## src/rtl/axi_write_scheduler.sv

```systemverilog
// rtl/axi_write_scheduler.sv - shared AXI4 AW/W path scheduler for NrPorts requesters
// Round-robin AW grant, in-order burst tracking queue, W steering with regenerated WLAST.
module axi_write_scheduler #(
  parameter int unsigned NrPorts        = 3,
  parameter int unsigned MaxOutstanding = 4,
  parameter int unsigned LenWidth       = 8,
  localparam int unsigned SelWidth      = $clog2(NrPorts),
  localparam int unsigned PtrWidth      = $clog2(MaxOutstanding),
  localparam int unsigned CntWidth      = PtrWidth + 1
) (
  input  logic                         clk_i,
  input  logic                         rst_ni,
  input  logic [NrPorts-1:0]           aw_valid_i,
  input  logic [NrPorts*LenWidth-1:0]  aw_len_i,
  output logic [NrPorts-1:0]           aw_ready_o,
  output logic                         aw_valid_o,
  input  logic                         aw_ready_i,
  output logic [SelWidth-1:0]          aw_sel_o,
  input  logic [NrPorts-1:0]           w_valid_i,
  input  logic [NrPorts-1:0]           w_last_i,
  output logic [NrPorts-1:0]           w_ready_o,
  output logic                         w_valid_o,
  input  logic                         w_ready_i,
  output logic                         w_last_o,
  output logic [SelWidth-1:0]          w_sel_o,
  output logic [CntWidth-1:0]          outstanding_o,
  output logic                         len_err_o
);

  logic [SelWidth-1:0] rr_q;
  logic                lock_q;
  logic [SelWidth-1:0] lock_sel_q;
  logic [SelWidth-1:0] arb_sel;
  logic [SelWidth-1:0] grant_sel;
  logic [SelWidth-1:0] idx_sel;
  logic                found;
  int                  idx;

  logic [SelWidth-1:0] q_port [MaxOutstanding];
  logic [LenWidth-1:0] q_len  [MaxOutstanding];
  logic [PtrWidth-1:0] head_q;
  logic [PtrWidth-1:0] tail_q;
  logic [CntWidth-1:0] count_q;
  logic [LenWidth-1:0] beat_q;
  logic                err_q;

  logic                any_valid;
  logic                full;
  logic                nonempty;
  logic                push;
  logic                pop;
  logic                w_hs;
  logic [SelWidth-1:0] head_sel;
  logic [LenWidth-1:0] head_len;

  // First requesting port at or after the round-robin pointer.
  always_comb begin
    arb_sel = '0;
    found   = 1'b0;
    idx     = 0;
    idx_sel = '0;
    for (int i = 0; i < int'(NrPorts); i++) begin
      idx = int'(rr_q) + i;
      if (idx >= int'(NrPorts)) idx = idx - int'(NrPorts);
      idx_sel = SelWidth'(idx);
      if (!found && aw_valid_i[idx_sel]) begin
        found   = 1'b1;
        arb_sel = idx_sel;
      end
    end
  end

  // A pending, unaccepted AW keeps its grant so the payload mux stays put.
  assign grant_sel = lock_q ? lock_sel_q : arb_sel;
  assign any_valid = |aw_valid_i;
  assign full      = (count_q == CntWidth'(MaxOutstanding));

  assign aw_valid_o = rst_ni & any_valid & ~full;
  assign aw_ready_o = (aw_valid_o & aw_ready_i) ? (NrPorts'(1) << grant_sel) : '0;
  assign aw_sel_o   = rst_ni ? grant_sel : '0;
  assign push       = aw_valid_o & aw_ready_i;

  assign nonempty  = (count_q != '0);
  assign head_sel  = q_port[head_q];
  assign head_len  = q_len[head_q];

  assign w_sel_o   = nonempty ? head_sel : '0;
  assign w_valid_o = nonempty & w_valid_i[head_sel];
  assign w_ready_o = (nonempty & w_ready_i) ? (NrPorts'(1) << head_sel) : '0;
  assign w_last_o  = nonempty & (beat_q == head_len);
  assign w_hs      = w_valid_o & w_ready_i;
  assign pop       = w_hs & w_last_o;

  assign outstanding_o = count_q;
  assign len_err_o     = err_q;

  always_ff @(posedge clk_i) begin
    if (push) begin
      q_port[tail_q] <= grant_sel;
      q_len[tail_q]  <= aw_len_i[grant_sel*LenWidth +: LenWidth];
    end
  end

  always_ff @(posedge clk_i or negedge rst_ni) begin
    if (!rst_ni) begin
      rr_q       <= '0;
      lock_q     <= 1'b0;
      lock_sel_q <= '0;
      head_q     <= '0;
      tail_q     <= '0;
      count_q    <= '0;
      beat_q     <= '0;
      err_q      <= 1'b0;
    end else begin
      lock_q     <= aw_valid_o & ~aw_ready_i;
      lock_sel_q <= grant_sel;
      if (push) begin
        rr_q   <= (grant_sel == SelWidth'(NrPorts - 1)) ? '0 : grant_sel + 1'b1;
        tail_q <= tail_q + 1'b1;
      end
      if (pop) head_q <= head_q + 1'b1;
      if (push && !pop) count_q <= count_q + 1'b1;
      else if (pop && !push) count_q <= count_q - 1'b1;
      if (w_hs) beat_q <= w_last_o ? '0 : beat_q + 1'b1;
      // The burst length is trusted from AW; a disagreeing requester WLAST is only reported.
      if (w_hs && (w_last_i[head_sel] != w_last_o)) err_q <= 1'b1;
    end
  end

endmodule
```

## config.mk

```make
export PLATFORM = sky130hd
export DESIGN_NAME = axi_write_scheduler
export DESIGN_NICKNAME = d
export VERILOG_FILES = /design/src/rtl/axi_write_scheduler.sv
export SDC_FILE = /design/constraint.sdc
export NUM_CORES = 1
export LEC_CHECK = 0
export ABC_AREA = 1
export CAP_MARGIN = 0
export CORE_ASPECT_RATIO = 0.8
export CORE_MARGIN = 1
export CORE_UTILIZATION = 47
export DETAILED_ROUTE_END_ITERATION = 8
export PLACE_DENSITY = 0.74
export SETUP_SLACK_MARGIN = 0.3
export SLEW_MARGIN = 20
export SYNTH_ARGS = -nofsm -noshare
export SYNTH_HDL_FRONTEND = slang
export SYNTH_SLANG_ARGS = --single-unit
export TNS_END_PERCENT = 20
```

## constraint.sdc

```tcl
create_clock -name clk_i -period 2.21 [get_ports clk_i]
set_clock_uncertainty 0.05 [all_clocks]
set_input_delay 0.221 -clock clk_i [delete_from_list [all_inputs] [get_ports clk_i]]
set_output_delay 0.221 -clock clk_i [all_outputs]
set_load 0.005 [all_outputs]
```

==> metrics.txt <==
pre-CTS setup slack -0.299 ns; number of DRC markers in iteration 0 260; final-report max-slew violation count 0; number of warnings issued by yosys 0; most frequent cells in the layout 70 x nand2_1, 57 x buf_4, 41 x clkdlybuf4s50_1; CP startpoint kind flip-flop; Sw Share a little over two fifths; GRT Resource Usage Total 29.9%; GRT overflow 0; ranking of synthesized cells by area edfxtp_1 36%, dfrtp_1 16%, nand2_1 11%; Multi-input gate area between 0.002 and 0.0025 mm2; Sequential Power Share ~25%; Clk Latency, worst-skew pair approximately 0.35 ns; Post-route DRC 0; Clock Tree Buf Depth 2; Die Wd 96.9 um; ANT nets after route 0; most area-hungry cell type in the Yosys netlist edfxtp_1; Vias/cell roughly 5.7; max-cap viol count 0; cts bufs inserted 9; # diodes 0; CTS H-tree lvls 3; Total Nets Final 588; Detailed Route WL roughly 12 mm; HP Class in -> async; Post-Syn Nets approximately 440; # setup viols final 49; input/output buffers 53; synthesized flop and latch total just over 60; Placed Cells 570; combinational share of power 60.8%; largest net degree at the start of global routing 22; Peak VDD IR approximately 0.0011 V; Hold Slack about 0.3 ns; core area around 0.007 mm2; critical path type reg -> reg; PwrDens between 1000 and 1500 mW/mm2; CP endpoint kind flip-flop; Die Area 0.00754 mm2; layout cells sized above 1 46.1%; final hold vios 0; RSZ-0062 raised after global routing true; initial antenna violation count 0; DR vias ~3600; Synth-to-Final Area Change 70.4%; FP Rows 27; synth unique cells 28; FMAX roughly 380 MHz; most common cell after layout, fill and taps aside nand2_1; setup ws final -0.398 ns; violated checks setup timing; Switching Power roughly 3.3 mW; DRT Pass-1 Iters 6; Die Span Y roughly 78 um; fin crit share 118%; Tightest Pin Transition 0.529 ns; RR Endpoint len_err_o$_DFFE_PN0P_; Mapped Cells 396; CTS clock-pin slew for the worst setup and hold paths roughly 0.070 ns; Cell Count, Final, Fillers Out 634; RePlAce Congestion 0.790; critical path data required time roughly 2.5 ns; top cell type's share of synthesized area a little over a third; CTS Root Cell clkbuf_8; P_int between 4 and 5 mW; Routed WL per cell 19.1 um; vias in the first global route approximately 3500; Worst EP arrival about 2.8 ns; starting density of the core 48.9%; post-synthesis sequential area ratio between 50% and 60%; worst-path maximum fanout 9; RR Startpoint head_q[0]$_DFFE_PN0P_; first-pass GRT wire length approximately 17 mm; I/O Pins 54; outcome complete, but fails checks; r2r setup slk -0.40 ns; register area 0.00173 mm2; Sink Count 61; clock share of power between 10 and 15%; fillers around 350; HPWL after DPL between 6 and 7 mm; R2R depth 21; min Tclk post-route around 2.6 ns; syn_area_per_cell between 8 and 9 um2; TritonCTS clock tree yes; Slew HR around 64%; LEAKAGE around 2.5 nW; Syn Std Cell Area ~0.0034 mm2
## final cells by class
type	instances	share of cell area [%]
clock inverter	7	1.71
clock buffer	9	2.15
multi-input combinational	277	36.0
sequential	61	30.0
inverter	47	3.28
tap	87	1.89
timing repair buffer	146	25.0
## metrics by stage
stage | power [mW] | instance area (um2) | utilization, % | setup TNS [ns]
detailed placement | 5.03 | 4520 | 65.3 | -3.76
CTS | 6.88 | 5360 | 77.4 | -3.58
finish | 7.84 | 5760 | 83.2 | -13.34
global route | 8.23 | 5760 | 83.2 | -17.45
floorplan | 3.96 | 3620 | - | -0.176
global placement | 4.90 | 4520 | 65.3 | -1.99
## worst max path at each step
stage | end | cells after the start | slack, ns | from
CTS | outstanding_o[1]$_DFFE_PN0P_ | 17 | -0.26 | head_q[0]$_DFFE_PN0P_
detailed placement | aw_ready_o[1] | 12 | -0.30 | aw_valid_i[2]
global placement | outstanding_o[2]$_DFFE_PN0P_ | 11 | -0.24 | aw_valid_i[1]
global route | outstanding_o[2]$_DFFE_PN0P_ | 16 | -0.51 | head_q[0]$_DFFE_PN0P_
finish | len_err_o$_DFFE_PN0P_ | 21 | -0.40 | head_q[0]$_DFFE_PN0P_
floorplan | outstanding_o[1]$_DFFE_PN0P_ | 14 | -0.10 | head_q[0]$_DFFE_PN0P_
## flip-flops by register name (all words and copies together), names as in the netlist
signal,cells
beat_q,8
head_q,2
len_err_o,1
lock_q,1
lock_sel_q,2
outstanding_o,3
q_len,32
q_port,8
rr_q,2
tail_q,2
## power groups by stage
stage	registers (mW)	clock network [mW]	logic, mW
after floorplan	1.90	0	2.06
after global placement	1.92	0	2.98
after detailed placement	1.93	0	3.10
after CTS	1.92	1.12	3.84
after global routing	1.98	1.18	5.06
final	1.96	1.12	4.77
## cells in the mapped netlist (all sizes together)
cell,count
a21oi,4
nand3,72
ha,8
or2,1
nand4,13
o21ai,18
inv,47
a21boi,1
edfxtp,40
nor2,31
nand3b,4
xnor2,1
buf,11
dfrtp,21
xor2,9
nand2,107
fa,1
nor3,6
nor4,1
## repair_timing
item	4_1_cts	5_1_grt
gates cloned	4	2
hold buffers	0	0
gates resized for setup	120	68
setup endpoints to repair	64	81
buffers inserted	33	9
pin swaps	54	37
## worst max-delay path, cell delays in order, from the launching register on
cell and delay (ns):
dfrtp_1 0.42, inv_2 0.13, buf_6 0.11, buf_12 0.12
nand2_4 0.06, nand3_4 0.09, buf_4 0.11, nand3_1 0.09
nand2_1 0.13, inv_1 0.06, nand2_2 0.07, nor2_4 0.05
buf_4 0.12, buf_4 0.12, buf_4 0.12, buf_4 0.13
buf_4 0.12, buf_4 0.12, buf_4 0.12, nand3_1 0.06
nand3_1 0.06, nand2_1 0.06
## cell families after synthesis
family | share of synthesized area (%)
AO/OA/AOI/OAI | 3.92
XOR/XNOR | 2.59
adder cells (fa/ha/maj) | 3.55
buffers and inverters | 7.36
flip-flops | 51.0
AND/OR/NAND/NOR | 31.5
## metal layers
layer,GRT usage [%],share of wire (%),up-vias
met5,0,0,-
met4,10.0,4.5,0
met3,7.21,6.3,49
met2,54.8,53,200
met1,34.3,37,1739
li1,-,-,1618
(Power assumes the default switching activity.)
